==> config.mk <==
export PLATFORM = sky130hd
export DESIGN_NAME = psram_arb
export DESIGN_NICKNAME = d
export VERILOG_FILES = /design/src/rtl/psram_pkg.sv /design/src/rtl/psram_rr_pick.sv /design/src/rtl/psram_arb.sv
export SDC_FILE = /design/constraint.sdc
export NUM_CORES = 1
export LEC_CHECK = 0
export ABC_AREA = 1
export BUFFER_PORTS_ARGS = -buffer_cell sky130_fd_sc_hd__clkbuf_2
export CAP_MARGIN = 5
export CORE_MARGIN = 10
export CORE_UTILIZATION = 35
export CTS_CLUSTER_DIAMETER = 100
export DETAILED_ROUTE_END_ITERATION = 10
export PLACE_DENSITY = 0.66
export SYNTH_ARGS = -nofsm -noshare
export SYNTH_HDL_FRONTEND = slang
export SYNTH_SLANG_ARGS = --single-unit
==> constraint.sdc <==
create_clock -name clk -period 2.3 [get_ports clk]
set_input_delay 0.345 -clock clk [delete_from_list [all_inputs] [get_ports clk]]
set_output_delay 0.345 -clock clk [all_outputs]
set_load 0.005 [all_outputs]
==> src/rtl/psram_pkg.sv <==
// Shared definitions for the PSRAM multi-port arbiter.
//   - Command and size encodings understood by the QSPI PSRAM controller.
//   - Arbiter FSM state codes.
//   - cmd_t bundles one registered command as presented to the controller.
//   - is_cmd() marks a port request that should take part in arbitration.
package psram_pkg;

    localparam logic [1:0] CMD_IDLE  = 2'd0;
    localparam logic [1:0] CMD_WRITE = 2'd1;
    localparam logic [1:0] CMD_READ  = 2'd2;

    localparam logic [1:0] SZ_BYTE  = 2'd0;
    localparam logic [1:0] SZ_WORD  = 2'd1;
    localparam logic [1:0] SZ_DWORD = 2'd2;

    localparam logic [0:0] ST_ARB   = 1'b0;
    localparam logic [0:0] ST_ISSUE = 1'b1;

    typedef struct packed {
        logic [1:0]  req;
        logic [1:0]  size;
        logic [23:0] addr;
        logic [31:0] din;
    } cmd_t;

    // 2'b11 is deliberately not a command: it is treated as a nop.
    function automatic logic is_cmd(input logic [1:0] r);
        return (r == CMD_WRITE) || (r == CMD_READ);
    endfunction

endpackage

==> src/rtl/psram_rr_pick.sv <==
// Combinational round-robin picker over ports 1..NPORT-1 (port 0 is ignored; it is
// handled by the fixed-priority path in the arbiter).
// Ports:
//   req  in  NPORT  per-port request flags
//   ptr  in  IW     port to search from (always in 1..NPORT-1)
//   gnt  out NPORT  one-hot grant (all zero when nobody in 1..NPORT-1 requests)
//   idx  out IW     index of the granted port (0 when nothing granted)
module psram_rr_pick #(
    parameter int unsigned NPORT = 3,
    parameter int unsigned IW    = 2
) (
    input  logic [NPORT-1:0] req,
    input  logic [IW-1:0]    ptr,
    output logic [NPORT-1:0] gnt,
    output logic [IW-1:0]    idx
);

    int unsigned cand;
    logic        found;

    always_comb begin
        gnt   = '0;
        idx   = '0;
        found = 1'b0;
        cand  = 0;
        for (int unsigned k = 0; k < NPORT - 1; k++) begin
            // Wrap NPORT-1 -> 1, never onto port 0.
            cand = int'(ptr) + k;
            if (cand > NPORT - 1) begin
                cand = cand - (NPORT - 1);
            end
            if (!found && req[cand[IW-1:0]]) begin
                found               = 1'b1;
                gnt[cand[IW-1:0]]   = 1'b1;
                idx                 = cand[IW-1:0];
            end
        end
    end

endmodule

==> src/rtl/psram_arb.sv <==
// Multi-port arbiter in front of one QSPI PSRAM controller.
// Grants one command at a time, holds it on the cmd bus until cmd_ack, then routes the
// read data strobes to the port that owns the last accepted read.
// Port 0 has fixed priority but yields after HP_MAX consecutive grants while any other
// port waits; ports 1..NPORT-1 share round-robin.
// Ports:
//   clk, reset                     clock, asynchronous active-low reset
//   p_req/p_size/p_addr/p_din      packed per-port command fields (port i at slice i)
//   p_ack                          one-cycle accept pulse to the owning port
//   p_valid                        read data strobe to the owner of the last accepted read
//   rd_data                        controller read data, passed through ungated
//   cmd_req/size/addr/din          registered command towards the controller
//   cmd_ack, cmd_dout, data_valid  controller handshake and read data
//   err_tmo                        sticky: a command waited ACK_TMO cycles for its ack
module psram_arb
    import psram_pkg::*;
#(
    parameter int unsigned NPORT   = 3,
    parameter int unsigned HP_MAX  = 4,
    parameter int unsigned ACK_TMO = 255
) (
    input  logic                clk,
    input  logic                reset,
    input  logic [2*NPORT-1:0]  p_req,
    input  logic [2*NPORT-1:0]  p_size,
    input  logic [24*NPORT-1:0] p_addr,
    input  logic [32*NPORT-1:0] p_din,
    output logic [NPORT-1:0]    p_ack,
    output logic [NPORT-1:0]    p_valid,
    output logic [31:0]         rd_data,
    output logic [1:0]          cmd_req,
    output logic [1:0]          cmd_size,
    output logic [23:0]         cmd_addr,
    output logic [31:0]         cmd_din,
    input  logic                cmd_ack,
    input  logic [31:0]         cmd_dout,
    input  logic                data_valid,
    output logic                err_tmo
);

    localparam int unsigned IW = (NPORT > 1) ? $clog2(NPORT) : 1;
    localparam int unsigned HW = $clog2(HP_MAX + 1);

    cmd_t             port_cmd [NPORT];
    logic [NPORT-1:0] port_valid;
    logic [NPORT-1:0] rr_gnt;
    logic [IW-1:0]    rr_idx;

    logic [0:0]       state;
    logic [IW-1:0]    owner;
    logic [IW-1:0]    rd_owner;
    logic [HW-1:0]    hp_cnt;
    logic [IW-1:0]    rr_ptr;
    logic [7:0]       tmo_cnt;

    logic             others_req;
    logic             p0_win;
    logic [IW-1:0]    win;
    logic [7:0]       tmo_nxt;

    for (genvar g = 0; g < NPORT; g++) begin : g_port
        assign port_cmd[g].req  = p_req[2*g +: 2];
        assign port_cmd[g].size = p_size[2*g +: 2];
        assign port_cmd[g].addr = p_addr[24*g +: 24];
        assign port_cmd[g].din  = p_din[32*g +: 32];
        assign port_valid[g]    = is_cmd(port_cmd[g].req);
        // rd_owner is only updated by an accepted read, so later writes never steal data.
        assign p_valid[g]       = data_valid && (rd_owner == IW'(g));
    end

    psram_rr_pick #(
        .NPORT (NPORT),
        .IW    (IW)
    ) u_rr_pick (
        .req (port_valid),
        .ptr (rr_ptr),
        .gnt (rr_gnt),
        .idx (rr_idx)
    );

    assign others_req = |rr_gnt;
    assign p0_win     = port_valid[0] && ((hp_cnt < HW'(HP_MAX)) || !others_req);
    assign win        = p0_win ? '0 : rr_idx;
    assign tmo_nxt    = (tmo_cnt == 8'hFF) ? tmo_cnt : tmo_cnt + 8'd1;
    assign rd_data    = cmd_dout;

    always_comb begin
        p_ack = '0;
        if (state == ST_ISSUE && cmd_ack) begin
            p_ack[owner] = 1'b1;
        end
    end

    always_ff @(posedge clk or negedge reset) begin
        if (!reset) begin
            state    <= ST_ARB;
            cmd_req  <= CMD_IDLE;
            cmd_size <= SZ_BYTE;
            cmd_addr <= '0;
            cmd_din  <= '0;
            err_tmo  <= 1'b0;
            owner    <= '0;
            rd_owner <= '0;
            hp_cnt   <= '0;
            rr_ptr   <= IW'(1);
            tmo_cnt  <= '0;
        end else begin
            case (state)
                ST_ARB: begin
                    if (|port_valid) begin
                        cmd_req  <= port_cmd[win].req;
                        cmd_size <= port_cmd[win].size;
                        cmd_addr <= port_cmd[win].addr;
                        cmd_din  <= port_cmd[win].din;
                        owner    <= win;
                        tmo_cnt  <= '0;
                        state    <= ST_ISSUE;
                        if (p0_win) begin
                            if (hp_cnt < HW'(HP_MAX)) begin
                                hp_cnt <= hp_cnt + HW'(1);
                            end
                        end else begin
                            hp_cnt <= '0;
                            rr_ptr <= (win == IW'(NPORT - 1)) ? IW'(1) : win + IW'(1);
                        end
                    end
                end
                default: begin
                    if (cmd_ack) begin
                        cmd_req <= CMD_IDLE;
                        if (cmd_req == CMD_READ) begin
                            rd_owner <= owner;
                        end
                        state <= ST_ARB;
                    end else begin
                        // No abort on timeout: flag it and keep waiting for a late ack.
                        tmo_cnt <= tmo_nxt;
                        if (tmo_nxt == 8'(ACK_TMO)) begin
                            err_tmo <= 1'b1;
                        end
                    end
                end
            endcase
        end
    end

endmodule

==> impl_metrics.py, run 1 <==
metrics = {
    "timing": {
        "rsz0062_at_grt": "false",
        "hold_ws_ps": 277,
        "setup-violations-final": 0,
        "hold_viol": 0,
        "post-route-min-period_ps": 2010,
        "timing.slew.headroom_pct": 74.5,
        "max_freq_ghz": 0.497,
        "finalCritPeriodShare_pct": 87.5,
        "worst_slew_pin_slew_ps": 382,
        "timing.setup.tns_ps": 0,
        "finalMaxSlewViolations": 0,
        "skew_ps": 9.24,
    },
    "setup_path": {
        "cp_top_family": "simple AND/OR/NAND/NOR gates",
        "worst-setup-path-type": "flip-flop to flip-flop",
        "worstPathMaxFanout": 19,
        "crit_arrival_ps": 2230,
        "regToRegSetupSlack_ps": 290,
        "endpoint_kind": "flip-flop",
        "max_stage_delay_ps": 570,
        "worstPathCellList": "nor2_1 -> nand3_2 -> nand3_2 -> o21bai_2 -> nand2_4 -> nand2_4 -> buf_4 -> nand2_1 -> nand3_1 -> a21oi_1",
        "slowest_stage": "dfstp_2",
        "critPathBufInv": 1,
        "worst_setup_path_start_kind": "flip-flop",
        "required_ps": 2520,
    },
    "cells_and_area": {
        "area_growth_pct": 27.0,
        "drive_gt1_share_pct": 28.6,
        "layout.cells.most_common": "clkbuf_2",
        "num-nets-final": 1242,
        "final_cell_mix": "clkbuf_2, nand2_1, inv_1",
    },
    "place": {
        "dpl.hpwl_mm": 14.6,
        "io_buffers": 250,
        "gp_congestion": 0.854,
    },
    "clocking": {
        "cts_tree": "done",
        "clock-sinks": 79,
        "cts_setup_buffers": 0,
        "htree_levels": 3,
        "clkTransAtPathRegs_ps": 60,
        "root_buffer": "clkbuf_16",
        "cts_buffer_depth": 2,
        "clk_latency_ps": 330,
        "cts_made_buffers": 9,
        "ctsResizeCount": 0,
    },
    "outcome": {
        "status": "finished clean",
    },
    "grt": {
        "grt_pass1_wl_mm": 30.4,
        "grt_pass1_vias": 5955,
        "track_usage_pct": 17.2,
        "grt-ovfl-total": 0,
        "grt_max_degree": 66,
        "antenna_found_initial": 1,
    },
    "synthesis": {
        "ys_ff_latch": 79,
        "synth_top_area_share_pct": 34.6,
        "netlist_instances": 826,
        "yosysSeqAreaShare_pct": 35.1,
        "ys_top_cells_by_area": "dfrtp_1, nand3_1, nand2_1, inv_1, nand3b_1",
        "synthesis.area_um2": 5640,
        "synth.yosys.warnings": 0,
        "syn_nets": 1044,
        "syn_avg_cell_area_um2": 6.83,
        "ys_types": 33,
        "synth_top_cell_by_area": "dfrtp_1",
    },
    "power_and_ir_drop": {
        "vdd_drop_max_uv": 522,
        "p_per_area_nw_per_um2": 1120,
        "p_leak_uw": 0.00418,
    },
    "floorplan": {
        "start_util_pct": 35.7,
        "num_rows": 46,
        "die_w_um": 147,
        "ios": 315,
        "fp.dieArea_um2": 21600,
        "core_region_area_um2": 15800,
        "die_y_um": 147,
    },
    "detailed_routing": {
        "viasPerCell": 4.68,
        "drt-total-wl_mm": 19.2,
        "postRouteAntennaNets": 0,
        "post_drt_wl_per_cell_um": 15.4,
        "drtIter0Drc": 261,
        "firstDrtPassIters": 5,
        "via_count": 5830,
        "drcViolationCount": 0,
    },
    "worst_hold_path": {
        "min_path_type": "input pin to flip-flop",
    },
    "job": {
        "cap_viol_max_count": 0,
    },
}
layer usage:
layer	global-route usage (%)	part of all wire (%)	wire length [µm]	up-vias
met5	0	0	0	-
met4	6.19	2.1	401	0
met3	4.76	7.4	1420	30
met2	30.8	50	9700	177
met1	19.1	40	7710	2653
li1	-	-	-	2970
cell families (layout without fill, tap and decap cells):
logic type	count (synthesis)	after routing	synth area share, %
buffers and inverters	226	429	19.6
AOI/OAI and AO/OA	83	83	7.85
xor gates and xnor gates	4	4	0.621
and+or+nand+nor	432	432	36.4
adders and majority gates	2	2	0.443
other	0	2	0
DFF	79	79	35.1
registers in the layout (all words and copies together), names as in the netlist:
register and cells:
cmd_addr 24, state 1, cmd_req 2, cmd_din 32
hp_cnt 3, err_tmo 1, cmd_size 2, rr_ptr 2
rd_owner 2, owner 2, tmo_cnt 8
worst min-delay path, stage by stage:
cell	delay, ps
clkbuf_2	100
a31oi_1	80
nand2_1	50
timing repair:
item / CTS / global route
hold buffers: 1 / 0
endpoints found under the hold margin: 24 / 0
setup endpoints to repair: 0 / 0
worst paths after layout:
kind / from / endpoint / cells after the start
worst max-delay path: rr_ptr[0] / cmd_addr[2] / 10
worst min-delay path: p_req[4] / cmd_req[0] / 3
worst max register to register: rr_ptr[0] / cmd_addr[2] / 10
worst min register to register: err_tmo / err_tmo / 1
max in group asynchronous: reset / cmd_din[17] / 3
min in group asynchronous: reset / cmd_addr[7] / 2
metrics by stage:
step,cells,cell area [µm²],power (µW),util [%],worst slack (ps)
floorplan,826,5640,5130,-,651
global placement,1228,6860,6600,43.3,339
detailed placement,1228,6860,6680,43.3,276
CTS,1245,7160,8160,45.2,282
global route,1245,7160,8820,45.2,128
finish,1247,7170,8030,45.3,287
power breakdown:
group	switching, µW	internal, µW	leakage [µW]	total, µW
clock network	568	871	0.000140	1440
registers	381	2030	0.000913	2410
logic	2550	1620	0.00313	4180
synth_stat cells (all sizes together):
master  count
nor2       69
buf        76
ha          2
inv       143
a21oi      61
a22oi       1
o21bai      2
clkbuf      6
nand3     132
nor3        6
o211ai      2
clkinv      1
xor2        4
a31oi       1
nand3b     57
nand2     164
o22ai       5
dfrtp      78
nand4       4
dfstp       1
o21ai      11
cell type report:
class | instances | area [µm²]
multi-input cells | 521 | 2580
fillers | 1673 | 8660
flip-flops and latches | 79 | 1980
clock buffers | 13 | 250
well taps | 216 | 270
repair buffers | 269 | 1500
inverters | 144 | 543
diodes | 2 | 5.00
clock inverters | 3 | 42.5
Note: power is estimated with default switching activity, not from simulation.
==> run 2, diff against run 1 <==
--- a/constraint.sdc
+++ b/constraint.sdc
@@ -3,2 +3,2 @@
 set_output_delay 0.345 -clock clk [all_outputs]
-set_load 0.005 [all_outputs]
+set_load 0.1 [all_outputs]
==> run 2 against run 1 <==
Effect of this change:
- global-route usage barely moved
- sequential share of layout area barely moved
- critical path type unchanged
- utilization fell by 0.079 points
- critical endpoint is now cmd_addr[14]
- first-iteration DRC count fell by 6.9%
- sequential cell count did not move
- maximum frequency rose by 3.2%
- total power rose by 50%
- clock-buffer cell count fell by 4
- final cell count fell by 0.40%
- die area did not move
- cell area fell by 0.17%
- combinational power rose by 94%
==> impl_metrics.py, run 2 (synthesis results as in run 1) <==
metrics = {
    "power_and_ir_drop": {
        "vdd_drop_max_uv": 882,
        "power.share.sequential_pct": 19.9,
        "p_sw_uw": 7500,
        "p_per_area_nw_per_um2": 1690,
        "power.share.clock_pct": 13.0,
        "pwr-share-comb_pct": 67.0,
        "internal-power_uw": 4560,
        "p_sw_share_pct": 62.2,
        "p_leak_uw": 0.00417,
    },
    "timing": {
        "rsz0062_at_grt": "false",
        "worst_slew_pin_slew_ps": 640,
        "finalMaxSlewViolations": 0,
        "finalCritPeriodShare_pct": 84.8,
        "skew_ps": 8.78,
        "timing.setup.tns_ps": 0,
        "hold_viol": 0,
        "timing.slew.headroom_pct": 57.5,
        "hold_ws_ps": 267,
        "max_freq_ghz": 0.513,
        "post-route-min-period_ps": 1950,
        "setup-violations-final": 0,
    },
    "detailed_routing": {
        "drt-total-wl_mm": 19.2,
        "drcViolationCount": 0,
        "viasPerCell": 4.72,
        "via_count": 5858,
        "post_drt_wl_per_cell_um": 15.4,
        "drtIter0Drc": 243,
        "postRouteAntennaNets": 0,
        "firstDrtPassIters": 7,
    },
    "cells_and_area": {
        "num-nets-final": 1239,
        "layoutNonFillerInstCount": 1242,
        "largest-register": "cmd_din",
        "layout.cells.most_common": "clkbuf_2",
        "final_cell_mix": "clkbuf_2, nand2_1, inv_1",
        "num_antenna_cells": 0,
        "final_area_um2": 7150,
        "reg_top3": "cmd_din x32, cmd_addr x24, tmo_cnt x8",
        "largest_reg_flops": 32,
        "utilization_pct": 45.2,
        "drive_gt1_share_pct": 28.8,
        "area_growth_pct": 26.8,
    },
    "worst_hold_path": {
        "hold_depth": 3,
        "min_to": "cmd_addr[14]",
        "hp-start": "p_addr[38]",
        "min_path_type": "input pin to flip-flop",
    },
    "grt": {
        "grt-ovfl-total": 0,
        "antenna_found_initial": 0,
        "grt_max_degree": 84,
        "track_usage_pct": 17.2,
        "grt_pass1_vias": 5891,
        "grt_pass1_wl_mm": 30.7,
    },
    "place": {
        "gp_congestion": 0.826,
        "postPlaceCellArea_um2": 6820,
        "dpl.cell_count": 1225,
        "dpl.hpwl_mm": 14.3,
        "io_buffers": 250,
    },
    "clocking": {
        "htree_levels": 3,
        "cts_made_buffers": 9,
        "clock-sinks": 79,
        "clkTransAtPathRegs_ps": 70,
        "cts_buffer_depth": 2,
        "clk_latency_ps": 340,
        "root_buffer": "clkbuf_16",
        "cts_tree": "done",
    },
    "floorplan": {
        "die_w_um": 147,
        "core_region_area_um2": 15800,
        "fp.dieArea_um2": 21600,
        "start_util_pct": 35.7,
        "die_y_um": 147,
        "ios": 315,
        "num_rows": 46,
    },
    "setup_path": {
        "worstPathCellList": "nor2_1 -> nand3_2 -> nand3_2 -> o21bai_2 -> nand2_4 -> nand2_2 -> buf_4 -> nand2_1 -> inv_1 -> o21ai_0 -> o21ai_1",
        "worstPathMaxFanout": 23,
        "r2r_end": "cmd_addr[14]",
        "required_ps": 2570,
        "worstReg2RegStart": "rr_ptr[0]",
        "worst-setup-path-type": "flip-flop to flip-flop",
        "regToRegSetupSlack_ps": 350,
        "worst_setup_path_start_kind": "flip-flop",
        "crit_arrival_ps": 2220,
        "endpoint_kind": "flip-flop",
        "max_stage_delay_ps": 560,
        "slowest_stage": "dfstp_2",
        "crit_top_cell": "nand3_2",
        "r2r_cells": 11,
    },
    "outcome": {
        "status": "finished clean",
    },
    "job": {
        "cap_viol_max_count": 0,
    },
}
run 2: area by class of cell:
cell class,instances,area [µm²]
Inverter,144,543
Fill cell,1629,8670
Timing Repair Buffer,266,1450
Tap cell,216,270
Clock inverter,7,97.6
Multi-Input combinational cell,521,2590
Clock buffer,9,225
Sequential cell,79,1980
run 2: worst max path at each step:
| stage | from | endpoint | slack [ps] |
|---|---|---|---|
| 2_1_floorplan | state | p_ack[0] | -530 |
| 3_3_place_gp | p_req[5] | cmd_req[0] | 370 |
| 3_5_place_dp | p_req[4] | cmd_addr[14] | 310 |
| 4_1_cts | rr_ptr[0] | cmd_addr[14] | 320 |
| 5_1_grt | rr_ptr[0] | cmd_addr[14] | 140 |
| 6_report | rr_ptr[0] | cmd_addr[14] | 350 |
run 2: power by group through the flow:
stage               Sequential [µW]  Clock, µW  Combinational, µW
floorplan                      6110          0               3150
global placement               2420          0               8110
detailed placement             2430          0               8160
CTS                            2410       1620               8170
global route                   2490       1680               8670
finish                         2400       1570               8090
run 2: worst max-delay path: cells and delay by family, from the launching register on:
kind            cells  cell delay [ps]
compound gates      3              370
buf+inv             2              370
flops               1              560
simple gates        6              570
run 2: what timing repair did:
item                      4_1_cts  5_1_grt
hold buffers                    1        0
hold endpoints to repair       34        0
buffers inserted                0        0
gates resized for setup         0        0
run 2: stage by stage:
step                power, µW  setup slack, ps
floorplan                9260             -528
global placement        10500              366
CTS                     12200              319
finish                  12100              349
detailed placement      10600              311
global route            12800              138
run 2: routing by layer:
layer / global-route usage (%) / routed length, µm
met5: 0 / 0
met4: 5.90 / 378
met3: 4.94 / 1440
met2: 29.2 / 9360
met1: 20.4 / 7980
==> run 3, diff against run 2 <==
ABC_AREA = 0   (was 1)
PLACE_DENSITY = 0.69   (was 0.66)
clock period = 1.6 ns   (was 2.3 ns; I/O delays follow)
==> run 3 against run 2 <==
Effect of this change:
- the run now ends with setup timing left
- wire length up 8.1%
- worst hold slack worse by 98 ps
- maximum frequency is 11% higher
- combinational power is 29% higher
- largest power group unchanged
==> impl_metrics.py, run 3 <==
metrics = {
    "synthesis": {
        "ys_top_cells_by_area": "dfrtp_1, a211oi_2, o21ai_0, buf_4, and3_1",
        "synth.yosys.warnings": 0,
        "syn_nets": 797,
        "ys_types": 56,
        "synth_edf_count": 0,
        "synth.most_common_cell": "dfrtp_1",
        "synth_top_family_by_area": "compound AO/OA/AOI/OAI gates",
        "synth_mux_area_share_pct": 1.23,
        "synth_top_cell_by_area": "dfrtp_1",
        "yosysSeqAreaShare_pct": 37.4,
        "syn_avg_cell_area_um2": 9.12,
        "synthSimpleGateAreaFrac_pct": 17.7,
        "synth_top_flop_cell": "dfrtp_1",
        "synth_top_area_share_pct": 36.9,
        "netlist_instances": 579,
        "ys_ff_latch": 79,
        "synth_fa_ha_area_share_pct": 0.474,
        "synth-xor-area-share_pct": 1.14,
        "yosys-top-cells-count": "dfrtp_1, nand2_1, o21ai_0",
        "async_reset_ff_share_pct": 100,
        "synth_compound_area_share_pct": 31.0,
        "synthesis.area_um2": 5280,
    },
    "power_and_ir_drop": {
        "vdd_drop_max_uv": 1600,
        "p_leak_uw": 0.00380,
        "p_total_uw": 15900,
        "p_per_area_nw_per_um2": 2040,
    },
    "setup_path": {
        "worstPathMaxFanout": 7,
        "endpoint_kind": "flip-flop",
        "worst-setup-path-type": "flip-flop to flip-flop",
        "worst_setup_path_start_kind": "flip-flop",
        "cp_top_family": "flip-flops",
        "crit_arrival_ps": 1980,
        "worstPathCellList": "nor2b_4 -> a22oi_4 -> buf_12 -> nand2_8 -> buf_12 -> a211oi_4 -> o21ai_1",
        "max_stage_delay_ps": 590,
        "required_ps": 1820,
        "critPathBufInv": 2,
        "crit_top_cell": "buf_12",
        "slowest_stage": "dfstp_2",
    },
    "detailed_routing": {
        "postRouteAntennaNets": 0,
        "viasPerCell": 5.30,
        "drcViolationCount": 0,
        "post_drt_wl_per_cell_um": 20.4,
        "drtIter0Drc": 335,
        "firstDrtPassIters": 4,
        "drt-total-wl_mm": 20.7,
        "via_count": 5378,
    },
    "floorplan": {
        "start_util_pct": 36.1,
        "fp.dieArea_um2": 20400,
        "ios": 315,
        "core_region_area_um2": 14600,
        "die_y_um": 143,
        "die_w_um": 143,
        "num_rows": 44,
    },
    "place": {
        "dpl.cell_count": 976,
        "postPlaceCellArea_um2": 6890,
        "dpl.hpwl_mm": 14.8,
        "io_buffers": 250,
        "gp_congestion": 0.915,
    },
    "cells_and_area": {
        "largest_reg_flops": 32,
        "reg_top3": "cmd_din x32, cmd_addr x24, tmo_cnt x8",
        "num-nets-final": 1043,
        "area_growth_pct": 48.3,
        "layoutNonFillerInstCount": 1014,
        "final_area_um2": 7830,
        "utilization_pct": 53.5,
        "largest-register": "cmd_din",
        "final_cell_mix": "clkbuf_2, dfrtp_1, nand2_1",
        "layout.cells.most_common": "clkbuf_2",
        "num_antenna_cells": 0,
        "drive_gt1_share_pct": 53.5,
        "fillCellCount": 1346,
    },
    "timing": {
        "setup_slack_ps": -155,
        "finalCritPeriodShare_pct": 110,
        "rsz0062_at_grt": "true",
        "setup-violations-final": 62,
        "finalMaxSlewViolations": 0,
        "hold_viol": 0,
        "post-route-min-period_ps": 1760,
        "skew_ps": 6.85,
        "max_freq_ghz": 0.570,
        "timing.setup.tns_ps": -6730,
        "timing.slew.headroom_pct": 61.4,
        "worst_slew_pin_slew_ps": 581,
    },
    "outcome": {
        "status": "finished, violations left",
        "failed_checks": "setup timing",
    },
    "clocking": {
        "cts_made_buffers": 9,
        "cts_buffer_depth": 2,
        "clkTransAtPathRegs_ps": 60,
        "cts_tree": "done",
        "htree_levels": 3,
        "root_buffer": "clkbuf_16",
        "clk_latency_ps": 340,
        "clock-sinks": 79,
    },
    "grt": {
        "grt-ovfl-total": 0,
        "grt_pass1_vias": 5714,
        "grt_max_degree": 80,
        "grt_pass1_wl_mm": 31.0,
        "antenna_found_initial": 0,
        "track_usage_pct": 19.2,
    },
    "job": {
        "cap_viol_max_count": 0,
    },
    "worst_hold_path": {
        "min_path_type": "input pin to flip-flop",
    },
}
run 3: cell types whose count changed after synthesis, moves of 6 or more:
cell      previous run  this run
nand3b_1            57         2
o21ai_0              9        67
o21ai_1              1        61
nand3_1            129         7
clkbuf_1             6        12
a21oi_1             61         7
nand2_1            161        72
inv_1              142         7
a211oi_2             0        58
nor2_1              68        15
and3_1               0        51
and3_4               0         8
run 3: cell type report:
cell class | count | area, µm² | share of cell area (%)
multi-input cells | 410 | 2980 | 38.1
repair buffers | 318 | 2280 | 29.1
well taps | 184 | 230 | 2.94
inverters | 7 | 26.3 | 0.335
clock buffers | 11 | 253 | 3.23
flip-flops and latches | 79 | 1980 | 25.3
clock inverters | 5 | 80.1 | 1.02
run 3: per-layer routing:
| layer | share of wire (%) | vias to the layer above | track usage (%) | wire [µm] |
|---|---|---|---|---|
| li1 | - | 2561 | - | - |
| met3 | 8.2 | 22 | 7.00 | 1690 |
| met5 | 0 | - | 0 | 0 |
| met2 | 51 | 238 | 33.5 | 10600 |
| met1 | 39 | 2557 | 21.5 | 8060 |
| met4 | 1.7 | 0 | 5.27 | 345 |
run 3: worst paths after layout:
kind                                   start            to  slack [ps]  cells past startpoint
worst max-delay path               rr_ptr[0]  cmd_addr[18]        -160                      7
worst min-delay path              p_addr[14]  cmd_addr[14]         170                      3
worst max register to register     rr_ptr[0]  cmd_addr[18]        -160                      7
worst min register to register  cmd_addr[12]  cmd_addr[12]         480                      2
max in group asynchronous              reset   cmd_din[17]         780                      3
min in group asynchronous              reset   rd_owner[1]         470                      3
run 3: repair_timing:
item                                   CTS  global route
setup endpoints to repair               65            69
gates resized for setup                 32            24
buffers inserted                         7             4
pin swaps                               94            48
cloned                                   8             3
hold buffers                             1             0
endpoints found under the hold margin   78             0
run 3: kinds of logic (layout without fill, tap and decap cells):
logic type / after synthesis / after routing
adders and majority gates: 2 / 2
DFF: 79 / 79
muxes: 6 / 6
and+or+nand+nor: 176 / 177
AOI/OAI and AO/OA: 219 / 219
buffers and inverters: 91 / 341
xor gates and xnor gates: 6 / 6
run 3: worst reg2reg max path, cell delays in order (launching register included):
cell      delay (ps)
dfstp_2          590
nor2b_4           60
a22oi_4          240
buf_12           170
nand2_8          110
buf_12           180
a211oi_4         200
o21ai_1           90
run 3: metrics by stage:
| stage | hold WS [ps] | setup WS, ps |
|---|---|---|
| 2_1_floorplan | -55.6 | -41.8 |
| 3_3_place_gp | 307 | -224 |
| 3_5_place_dp | 312 | -235 |
| 4_1_cts | 158 | -119 |
| 5_1_grt | 170 | -216 |
| 6_report | 168 | -155 |
run 3: where the power goes:
group | internal, µW | total, µW | switching (µW)
combinational | 2830 | 10400 | 7550
clock | 1450 | 2310 | 864
sequential | 2740 | 3250 | 512
